$ cat src/rtl/dllp_acknak_if.sv
// Bus bundle between the link receive path / replay buffer and dllp_acknak_rx.
//   din, din_valid, sof : 16-bit link words and qualifiers (into the decoder)
//   unacked             : replay buffer holds unacknowledged TLPs (into the decoder)
//   ack_nack, seq       : decoded Ack/Nak pulse and AckNak_Seq_Num (to replay buffer)
//   tim_out, retrain    : replay-timeout pulse and retrain request
//   crc_err, fmt_err    : per-DLLP error pulses
//   err_cnt             : saturating error count
// master drives the link side; slave is the decoder.
interface dllp_acknak_if;
  logic [15:0] din;
  logic        din_valid;
  logic        sof;
  logic        unacked;
  logic [1:0]  ack_nack;
  logic [11:0] seq;
  logic        tim_out;
  logic        retrain;
  logic        crc_err;
  logic        fmt_err;
  logic [7:0]  err_cnt;

  modport master (
    output din, din_valid, sof, unacked,
    input  ack_nack, seq, tim_out, retrain, crc_err, fmt_err, err_cnt
  );

  modport slave (
    input  din, din_valid, sof, unacked,
    output ack_nack, seq, tim_out, retrain, crc_err, fmt_err, err_cnt
  );
endinterface

$ cat src/rtl/dllp_acknak_rx.sv
// Receive-side Ack/Nak DLLP decoder and replay timer.
// Assembles three 16-bit words ({type,8'h00}, {4'h0,seq}, CRC) into a DLLP,
// checks the CRC (poly 0x100B, init 16'hFFFF, word2 = ~register) and emits a
// one-cycle ack_nack/seq pulse for good Ack/Nak packets. A replay timer fires
// tim_out after REPLAY_LIMIT cycles of unacknowledged traffic and a 2-bit
// replay count requests retrain on every 4th consecutive timeout.
// Ports:
//   clk  : rising-edge clock
//   rst  : synchronous active-high reset
//   bus  : dllp_acknak_if.slave (link words in, decode/timer/error results out)
// All outputs are registered.
module dllp_acknak_rx #(
  parameter int REPLAY_LIMIT = 1024
) (
  input  logic           clk,
  input  logic           rst,
  dllp_acknak_if.slave   bus
);

  typedef enum logic [1:0] {S_IDLE, S_W1, S_W2} state_e;

  localparam logic [7:0]  TYPE_ACK = 8'h00;
  localparam logic [7:0]  TYPE_NAK = 8'h10;
  localparam logic [15:0] LIMIT    = 16'(REPLAY_LIMIT);

  // Advance the CRC register by one 16-bit word, MSB first.
  function automatic logic [15:0] crc_word(input logic [15:0] crc_in,
                                           input logic [15:0] w);
    logic [15:0] c;
    logic        fb;
    c = crc_in;
    for (int i = 15; i >= 0; i--) begin
      fb = c[15] ^ w[i];
      c  = {c[14:0], 1'b0} ^ (fb ? 16'h100B : 16'h0000);
    end
    return c;
  endfunction

  state_e      state_q, state_d;
  logic [7:0]  type_q, type_d;
  logic [11:0] seq_buf_q, seq_buf_d;
  logic [15:0] crc_q, crc_d;
  logic [1:0]  ack_nack_q, ack_nack_d;
  logic [11:0] seq_q, seq_d;
  logic        tim_out_q, tim_out_d;
  logic        retrain_q, retrain_d;
  logic        crc_err_q, crc_err_d;
  logic        fmt_err_q, fmt_err_d;
  logic [7:0]  err_cnt_q, err_cnt_d;
  logic [15:0] timer_q, timer_d;
  logic [1:0]  rply_cnt_q, rply_cnt_d;

  always_comb begin
    // NOTE: every signal gets a default before the case so no path leaves it unassigned (no latches).
    state_d    = state_q;
    type_d     = type_q;
    seq_buf_d  = seq_buf_q;
    crc_d      = crc_q;
    ack_nack_d = 2'b00;
    seq_d      = seq_q;
    tim_out_d  = 1'b0;
    retrain_d  = 1'b0;
    crc_err_d  = 1'b0;
    fmt_err_d  = 1'b0;
    err_cnt_d  = err_cnt_q;
    timer_d    = timer_q;
    rply_cnt_d = rply_cnt_q;

    // ---- DLLP assembly ----
    if (bus.din_valid) begin
      if (bus.sof) begin
        // sof always starts a new DLLP; a partial one in flight is a format error.
        fmt_err_d = (state_q != S_IDLE);
        type_d    = bus.din[15:8];
        crc_d     = crc_word(16'hFFFF, bus.din);
        state_d   = S_W1;
      end else begin
        unique case (state_q)
          S_IDLE: ; // stray word outside a DLLP is dropped
          S_W1: begin
            seq_buf_d = bus.din[11:0];
            crc_d     = crc_word(crc_q, bus.din);
            state_d   = S_W2;
          end
          S_W2: begin
            state_d = S_IDLE;
            if (bus.din != ~crc_q) begin
              crc_err_d = 1'b1;
            end else if (type_q == TYPE_ACK) begin
              ack_nack_d = 2'b01;
              seq_d      = seq_buf_q;
            end else if (type_q == TYPE_NAK) begin
              ack_nack_d = 2'b10;
              seq_d      = seq_buf_q;
            end else begin
              fmt_err_d = 1'b1;
            end
          end
          default: state_d = S_IDLE;
        endcase
      end
    end

    // ---- Replay timer: a decoded Ack/Nak outranks an expiring timer ----
    if (!bus.unacked || ack_nack_d != 2'b00) begin
      timer_d = 16'd0;
    end else if (timer_q + 16'd1 == LIMIT) begin
      timer_d   = 16'd0;
      tim_out_d = 1'b1;
    end else begin
      timer_d = timer_q + 16'd1;
    end

    // ---- Replay count: wraps 3 -> 0 on the retrain timeout ----
    if (ack_nack_d == 2'b01) begin
      rply_cnt_d = 2'd0;
    end else if (tim_out_d) begin
      retrain_d  = (rply_cnt_q == 2'd3);
      rply_cnt_d = rply_cnt_q + 2'd1;
    end

    if ((crc_err_d || fmt_err_d) && err_cnt_q != 8'hFF) begin
      err_cnt_d = err_cnt_q + 8'd1;
    end
  end

  always_ff @(posedge clk) begin
    // NOTE: sequential state uses non-blocking assignments so all flops update together.
    if (rst) begin
      state_q    <= S_IDLE;
      ack_nack_q <= 2'b00;
      seq_q      <= 12'd0;
      tim_out_q  <= 1'b0;
      retrain_q  <= 1'b0;
      crc_err_q  <= 1'b0;
      fmt_err_q  <= 1'b0;
      err_cnt_q  <= 8'd0;
      timer_q    <= 16'd0;
      rply_cnt_q <= 2'd0;
    end else begin
      state_q    <= state_d;
      ack_nack_q <= ack_nack_d;
      seq_q      <= seq_d;
      tim_out_q  <= tim_out_d;
      retrain_q  <= retrain_d;
      crc_err_q  <= crc_err_d;
      fmt_err_q  <= fmt_err_d;
      err_cnt_q  <= err_cnt_d;
      timer_q    <= timer_d;
      rply_cnt_q <= rply_cnt_d;
    end
  end

  // NOTE: capture-only datapath registers need no reset; they are always written before the FSM reads them.
  always_ff @(posedge clk) begin
    type_q    <= type_d;
    seq_buf_q <= seq_buf_d;
    crc_q     <= crc_d;
  end

  assign bus.ack_nack = ack_nack_q;
  assign bus.seq      = seq_q;
  assign bus.tim_out  = tim_out_q;
  assign bus.retrain  = retrain_q;
  assign bus.crc_err  = crc_err_q;
  assign bus.fmt_err  = fmt_err_q;
  assign bus.err_cnt  = err_cnt_q;

endmodule

$ cat src/flat_wrapper.sv
// flat-port wrapper written by rule: the top's interface ports become plain ports
module dllp_acknak_rx_flat 
#(
  parameter int REPLAY_LIMIT = 1024
)
  (clk, rst, bus_din, bus_din_valid, bus_sof, bus_unacked, bus_ack_nack, bus_seq, bus_tim_out, bus_retrain, bus_crc_err, bus_fmt_err, bus_err_cnt);
  dllp_acknak_if bus_i ();
  input  logic clk;
  input  logic rst;
  input wire logic [$bits(bus_i.din)-1:0] bus_din;
  input wire logic [$bits(bus_i.din_valid)-1:0] bus_din_valid;
  input wire logic [$bits(bus_i.sof)-1:0] bus_sof;
  input wire logic [$bits(bus_i.unacked)-1:0] bus_unacked;
  output wire logic [$bits(bus_i.ack_nack)-1:0] bus_ack_nack;
  output wire logic [$bits(bus_i.seq)-1:0] bus_seq;
  output wire logic [$bits(bus_i.tim_out)-1:0] bus_tim_out;
  output wire logic [$bits(bus_i.retrain)-1:0] bus_retrain;
  output wire logic [$bits(bus_i.crc_err)-1:0] bus_crc_err;
  output wire logic [$bits(bus_i.fmt_err)-1:0] bus_fmt_err;
  output wire logic [$bits(bus_i.err_cnt)-1:0] bus_err_cnt;
  assign bus_i.din = bus_din;
  assign bus_i.din_valid = bus_din_valid;
  assign bus_i.sof = bus_sof;
  assign bus_i.unacked = bus_unacked;
  assign bus_ack_nack = bus_i.ack_nack;
  assign bus_seq = bus_i.seq;
  assign bus_tim_out = bus_i.tim_out;
  assign bus_retrain = bus_i.retrain;
  assign bus_crc_err = bus_i.crc_err;
  assign bus_fmt_err = bus_i.fmt_err;
  assign bus_err_cnt = bus_i.err_cnt;
  dllp_acknak_rx #(.REPLAY_LIMIT(REPLAY_LIMIT)) u_core (.clk(clk), .rst(rst), .bus(bus_i));
endmodule
$ cat config.mk
export PLATFORM = sky130hd
export DESIGN_NAME = dllp_acknak_rx_flat
export DESIGN_NICKNAME = d
export VERILOG_FILES = /design/src/rtl/dllp_acknak_if.sv /design/src/rtl/dllp_acknak_rx.sv /design/src/flat_wrapper.sv
export SDC_FILE = /design/constraint.sdc
export NUM_CORES = 1
export LEC_CHECK = 0
export ABC_CLOCK_PERIOD_IN_PS = 3500
export CORE_MARGIN = 8
export CORE_UTILIZATION = 38
export DETAILED_ROUTE_END_ITERATION = 16
export GPL_ROUTABILITY_DRIVEN = 0
export SLEW_MARGIN = 20
export SYNTH_ARGS = -nofsm -noshare
export SYNTH_HDL_FRONTEND = slang
export SYNTH_SLANG_ARGS = --single-unit
$ cat constraint.sdc
create_clock -name clk -period 3.5 [get_ports clk]
set_input_delay 0.35 -clock clk [delete_from_list [all_inputs] [get_ports clk]]
set_output_delay 0.35 -clock clk [all_outputs]
set_load 0.02 [all_outputs]
==> flow_summary.json, run 1 <==
{
  "clkPwrFrac_pct": 18.8,
  "multi_input_area_um2": 2500,
  "pwr-share-comb_pct": 56.2,
  "drv_slew": 0,
  "insertion_delay_ns": 0.34,
  "num_vias": 3135,
  "finalWorstSetupSlack_ns": 0.752,
  "track_usage_pct": 13.4,
  "core_area_um2": 12000,
  "cts.clk_slew.worst_paths_ns": 0.06,
  "synth-seq-cells": 82,
  "relSlewSlack_pct": 47.2,
  "cts.hold.buffers_added": 0,
  "n_fill_cell": 1133,
  "skew_ns": 0.00752,
  "async_flop_share_pct": 0,
  "h-tree-depth": 3,
  "crit_path_top_delay_cell": "clkdlybuf4s50_1",
  "yosys_warnings": 0,
  "antennaDiodeCount": 0,
  "synth-edff-count": 36,
  "design_power_total_w": 0.00528,
  "max_stage_delay_ns": 0.71,
  "drc": 0,
  "crit_top_cell": "xor2_1",
  "clock_sinks": 82,
  "hpwl_um": 7650,
  "drt_iter0_drc": 176,
  "synth_xor_area_share_pct": 27.8,
  "synth_cell_types": 53,
  "stdcell_count": 641,
  "min_period_over_period_pct": 78.5,
  "syn-num-nets": 464,
  "swShare_pct": 37.2,
  "ir_drop_mv": 0.626,
  "critPathMaxFanout": 6,
  "hold_class": "reg2reg",
  "min_period_ns": 2.75,
  "synth_area_um2": 4650,
  "utilization_pct": 46.9,
  "via_per_inst": 4.89,
  "preCtsSetupSlack_ns": 0.422,
  "wl_per_cell_um": 16.0,
  "grt_antenna_before_repair": 0,
  "synth.area.mux_share_pct": 4.63,
  "grt_first_pass_wirelength_um": 16900,
  "die_x_um": 127,
  "synthSimpleGateAreaFrac_pct": 14.8,
  "p_per_area_nw_per_um2": 942,
  "area_growth_pct": 20.6,
  "root_buffer": "clkbuf_16",
  "cts_tree": "done",
  "cts_max_path_buffers": 2,
  "ios": 47,
  "postSynthCellCount": 437,
  "seq_power_share_pct": 25.0,
  "synth_top_family_by_area": "XOR/XNOR gates",
  "hold_viol": 0,
  "max_cap_violations": 0,
  "p_leak_nw": 1.92,
  "tns_ns": 0,
  "p_int_w": 0.00332,
  "dp.cells": 625,
  "startpoint_type": "input pin",
  "synthAdderAreaFrac_pct": 1.62,
  "regArea_um2": 2000,
  "post_cts_resized": 0,
  "port_buffers": 46,
  "rows": 40,
  "grt_max_degree": 35,
  "die_h_um": 127,
  "arrival_ns": 2.82,
  "drive_gt1_share_pct": 10.9,
  "synthFlopType": "dfxtp_1",
  "cts_made_buffers": 9,
  "die_area_um2": 16000,
  "fmax_ghz": 0.364,
  "critPathKind": "in2reg",
  "status": "complete, no violations",
  "power.net_switching_w": 0.00197,
  "seq_area_frac_synth_pct": 43.1,
  "layout.nets": 516,
  "setup_violations": 0,
  "wirelength_um": 10200,
  "first_pass_iters": 4,
  "start_util_pct": 38.8,
  "rsz0062_at_grt": "no",
  "worstPathCellList": "clkdlybuf4s50_1, xor2_2, xnor3_1, xor2_1, xor2_1, xnor2_1, nor2_1, a21oi_1",
  "synth_compound_area_share_pct": 4.98,
  "syn_area_per_cell_um2": 10.6,
  "tightest_slew_ns": 0.786,
  "overflow": 0,
  "cts_setup_buffers": 0,
  "detail-route-antenna-nets": 0,
  "worstPathRequired_ns": 3.58,
  "critPathCaptureType": "flop",
  "grt_pass1_vias": 3250
}
## registers in the layout, indices dropped and copies added (netlist names)
register             cells
u_core.bus.seq          12
u_core.bus.retrain       1
u_core.seq_buf_q        12
u_core.bus.tim_out       1
u_core.timer_q          16
u_core.bus.err_cnt       8
u_core.bus.fmt_err       1
u_core.state_q           2
u_core.rply_cnt_q        2
u_core.bus.ack_nack      2
u_core.bus.crc_err       1
u_core.type_q            8
u_core.crc_q            16
## logic make-up (layout without fill, tap and decap cells)
family | Yosys count | after routing
buffers and inverters | 30 | 87
AO/OA/AOI/OAI | 35 | 35
multiplexers | 20 | 20
flip-flops | 82 | 82
adder cells (fa/ha/maj) | 6 | 6
AND/OR/NAND/NOR | 135 | 135
XOR/XNOR | 129 | 129
## critical path, delay by kind of cell
| family | cells | cell delay [ns] |
|---|---|---|
| compound gates | 1 | 0.05 |
| xor+xnor | 5 | 1.63 |
| buf+inv | 1 | 0.71 |
| simple gates | 1 | 0.10 |
## layer usage
| metal | global-route usage [%] | wire length (um) | vias up |
|---|---|---|---|
| met1 | 15.6 | 4620 | 1480 |
| met5 | 0 | 0 | - |
| met2 | 23.0 | 5040 | 48 |
| met3 | 3.35 | 350 | 17 |
| met4 | 5.80 | 234 | 0 |
| li1 | - | - | 1590 |
## cell usage after synthesis, types with 2 or more instances
library cell | instances | area [um2]
a21o_2 | 2 | 17.5
a21oi_1 | 13 | 65.1
and2_1 | 3 | 18.8
and3_1 | 2 | 12.5
and4_1 | 3 | 26.3
buf_2 | 6 | 30.0
buf_4 | 2 | 15.0
clkbuf_1 | 8 | 30.0
clkbuf_8 | 2 | 27.5
dfxtp_1 | 46 | 921
edfxtp_1 | 36 | 1080
ha_1 | 6 | 75.1
inv_1 | 11 | 41.3
mux2_1 | 2 | 22.5
mux2i_1 | 17 | 170
nand2_1 | 17 | 63.8
nand2b_1 | 2 | 12.5
nand3_1 | 12 | 60.1
nand4_1 | 8 | 50.1
nor2_1 | 55 | 206
nor2b_1 | 3 | 18.8
nor3_1 | 7 | 35.0
nor3b_1 | 5 | 37.5
nor4_1 | 5 | 31.3
nor4_2 | 3 | 37.5
o21ai_0 | 8 | 40.0
or3_1 | 4 | 25.0
or4_1 | 2 | 15.0
xnor2_1 | 81 | 709
xnor2_2 | 10 | 163
xor2_1 | 32 | 280
xor2_2 | 2 | 32.5
xor2_4 | 2 | 55.1
## stage by stage
step / hold slack [ns] / area (um2)
global route: 0.485 / 5600
global placement: 0.443 / 5300
finish: 0.467 / 5600
CTS: 0.471 / 5600
detailed placement: 0.460 / 5300
floorplan: 0.415 / 4650
## placed cells by master, fill, tap and decap left out, types with 3 or more instances in the layout
cell and n:
a21oi_1 13, and2_1 3, and4_1 3, buf_4 14
clkbuf_16 9, clkdlybuf4s50_1 46, dfxtp_1 46, edfxtp_1 36
ha_1 6, inv_1 11, mux2i_1 17, nand2_1 17
nand3_1 12, nand4_1 8, nor2_1 55, nor2b_1 3
nor3_1 7, nor3b_1 4, nor4_1 5, nor4_2 3
o21ai_0 8, or3_1 4, xnor2_1 81, xnor2_2 10
xor2_1 32
## worst paths after layout
kind | start | end | slack, ns | cells after the start
min reg2reg | u_core.type_q[4] | u_core.bus.ack_nack[0] | 0.47 | 1
min | u_core.type_q[4] | u_core.bus.ack_nack[0] | 0.47 | 1
max reg2reg | u_core.crc_q[10] | u_core.crc_q[5] | 0.99 | 8
max | bus_din[15] | u_core.crc_q[4] | 0.75 | 8
## cell type report
cell class,instances,share of cell area [%]
Clock inverter,5,1.36
Tap cell,147,3.28
Clock buffer,11,4.15
Timing Repair Buffer,60,10.1
Multi-Input combinational cell,325,44.7
Sequential cell,82,35.7
Inverter,11,0.737
## power by group through the flow
stage / registers [W] / clock network (W) / logic [W]
6_report: 0.00132 / 0.000994 / 0.00297
5_1_grt: 0.00133 / 0.00106 / 0.00329
4_1_cts: 0.00132 / 0.00103 / 0.00299
3_5_place_dp: 0.00134 / 0 / 0.00295
3_3_place_gp: 0.00134 / 0 / 0.00295
2_1_floorplan: 0.00133 / 0 / 0.00244
(Power assumes the default switching activity.)
==> run 2, diff against run 1 <==
--- a/config.mk
+++ b/config.mk
@@ -5,7 +5,7 @@
 export SDC_FILE = /design/constraint.sdc
 export NUM_CORES = 1
 export LEC_CHECK = 0
-export ABC_CLOCK_PERIOD_IN_PS = 3500
+export ABC_CLOCK_PERIOD_IN_PS = 2400
 export CORE_MARGIN = 8
 export CORE_UTILIZATION = 38
 export DETAILED_ROUTE_END_ITERATION = 16
==> constraint.sdc (replaced) <==
create_clock -name clk -period 2.4 [get_ports clk]
set_input_delay 0.24 -clock clk [delete_from_list [all_inputs] [get_ports clk]]
set_output_delay 0.24 -clock clk [all_outputs]
set_load 0.02 [all_outputs]
==> flow_summary.json, run 2 (synthesis gave the netlist of run 1 again) <==
{
  "max_stage_delay_ns": 0.60,
  "n_fill_cell": 1074,
  "grt_pass1_vias": 3566,
  "min_period_ns": 2.30,
  "cts.clk_slew.worst_paths_ns": 0.06,
  "grt_antenna_before_repair": 0,
  "pwr-share-comb_pct": 61.0,
  "rows": 40,
  "final_design_area_no_fill_um2": 6100,
  "track_usage_pct": 14.1,
  "relSlewSlack_pct": 65.5,
  "ios": 47,
  "startpoint_type": "input pin",
  "critPathCaptureType": "flop",
  "die_area_um2": 16000,
  "power.net_switching_w": 0.00312,
  "post_dp_cell_area_um2": 5770,
  "r2r-start": "u_core.crc_q[12]",
  "hpwl_um": 8360,
  "tightest_slew_ns": 0.514,
  "grt_max_degree": 35,
  "setup_violations": 0,
  "grt_first_pass_wirelength_um": 17900,
  "reg.largest.list": "u_core.crc_q x16, u_core.timer_q x16",
  "port_buffers": 46,
  "via_per_inst": 4.78,
  "overflow": 0,
  "clkPwrFrac_pct": 16.7,
  "endpoint": "u_core.bus.err_cnt[4]",
  "critPathKind": "in2reg",
  "worstPathRequired_ns": 2.62,
  "drv_slew": 0,
  "layout_commonest_cell": "xnor2_1",
  "rr_endpoint": "u_core.bus.err_cnt[4]",
  "holdWs_ns": 0.441,
  "root_buffer": "clkbuf_16",
  "layout.nets": 578,
  "swShare_pct": 36.1,
  "ir_drop_mv": 1.31,
  "die_h_um": 127,
  "first_pass_iters": 4,
  "clock_sinks": 82,
  "core_area_um2": 12000,
  "num_vias": 3362,
  "p_per_area_nw_per_um2": 1420,
  "crit_path_top_delay_cell": "clkdlybuf4s50_1",
  "die_x_um": 127,
  "cts_made_buffers": 9,
  "drive_gt1_share_pct": 21.2,
  "status": "complete, no violations",
  "detail-route-antenna-nets": 0,
  "drc": 0,
  "critPathMaxFanout": 2,
  "start_util_pct": 38.8,
  "worstPathCellList": "clkdlybuf4s50_1, xnor2_4, inv_1, ha_1, nand2_1, nor2_1, and4_4, mux2i_4, a211oi_2, and3_1, mux2_1",
  "cts_max_path_buffers": 2,
  "insertion_delay_ns": 0.34,
  "antennaDiodeCount": 0,
  "p_leak_nw": 2.23,
  "cts.hold.buffers_added": 0,
  "min_period_over_period_pct": 95.9,
  "cts_tree": "done",
  "crit_path_start": "bus_din[14]",
  "hold_class": "reg2reg",
  "drt_iter0_drc": 143,
  "most-common-layout-cells": "xnor2_1, buf_4, nor2_1",
  "utilization_pct": 51.0,
  "wirelength_um": 10800,
  "skew_ns": 0.00667,
  "fmax_ghz": 0.434,
  "seq_power_share_pct": 22.2,
  "area_growth_pct": 31.2,
  "r2r_slack_ns": 0.12,
  "hold_viol": 0,
  "rsz0062_at_grt": "no",
  "r2r_cells": 9,
  "max_cap_violations": 0,
  "wl_per_cell_um": 15.4,
  "h-tree-depth": 3,
  "arrival_ns": 2.53,
  "p_int_w": 0.00552
}
[run 2: worst max-delay path: cells and delay by family]
| kind | cells | cell delay, ns |
|---|---|---|
| mux | 2 | 0.50 |
| compound gates | 1 | 0.27 |
| fa+ha+maj | 1 | 0.18 |
| buf+inv | 2 | 0.66 |
| simple gates | 4 | 0.53 |
| xor+xnor | 1 | 0.15 |
[run 2: power by group through the flow]
stage	sequential, W	combinational [W]	clock [W]
final	0.00192	0.00527	0.00145
after global routing	0.00194	0.00576	0.00153
after CTS	0.00192	0.00527	0.00148
after detailed placement	0.00195	0.00523	0
after global placement	0.00195	0.00519	0
after floorplan	0.00193	0.00356	0
[run 2: stage by stage]
stage | cells | power (W) | TNS (ns) | setup WS, ns
2_1_floorplan | 437 | 0.00549 | 0 | 0.0652
3_3_place_gp | 687 | 0.00714 | -4.14 | -0.233
3_5_place_dp | 687 | 0.00718 | -4.68 | -0.252
4_1_cts | 703 | 0.00868 | 0 | 0.0640
5_1_grt | 703 | 0.00923 | 0 | 0.000143
6_report | 703 | 0.00864 | 0 | 0.0976
[run 2: how the worst min path moves through the flow]
stage | start | endpoint | slack (ns) | cells past startpoint
2_1_floorplan | bus_din[0] | u_core.seq_buf_q[0] | 0.34 | 0
3_3_place_gp | u_core.type_q[4] | u_core.bus.ack_nack[0] | 0.44 | 1
3_5_place_dp | u_core.type_q[4] | u_core.bus.ack_nack[0] | 0.44 | 1
4_1_cts | u_core.type_q[4] | u_core.bus.ack_nack[0] | 0.45 | 1
5_1_grt | u_core.type_q[4] | u_core.bus.ack_nack[0] | 0.46 | 1
6_report | u_core.type_q[4] | u_core.bus.ack_nack[0] | 0.44 | 1
[run 2: what timing repair did]
action	CTS	global route
buffers inserted	0	0
gates resized for setup	0	3
setup endpoints to repair	0	8
[run 2: area by class of cell]
type	instances	area [um2]	area share (%)
multi-input cells	325	2520	41.3
flip-flops and latches	82	2000	32.8
repair buffers	122	1040	17.1
clock buffers	10	229	3.75
well taps	147	184	3.02
clock inverters	6	81.3	1.33
inverters	11	41.3	0.677
[run 2: routing by layer]
| layer | up-vias | part of all wire [%] | wire length (um) | global-route usage, % |
|---|---|---|---|---|
| li1 | 1708 | - | - | - |
| met3 | 11 | 3.5 | 380 | 3.39 |
| met2 | 56 | 51 | 5480 | 24.7 |
| met1 | 1587 | 44 | 4790 | 16.4 |
| met5 | - | 0 | 0 | 0 |
| met4 | 0 | 1.4 | 153 | 5.10 |
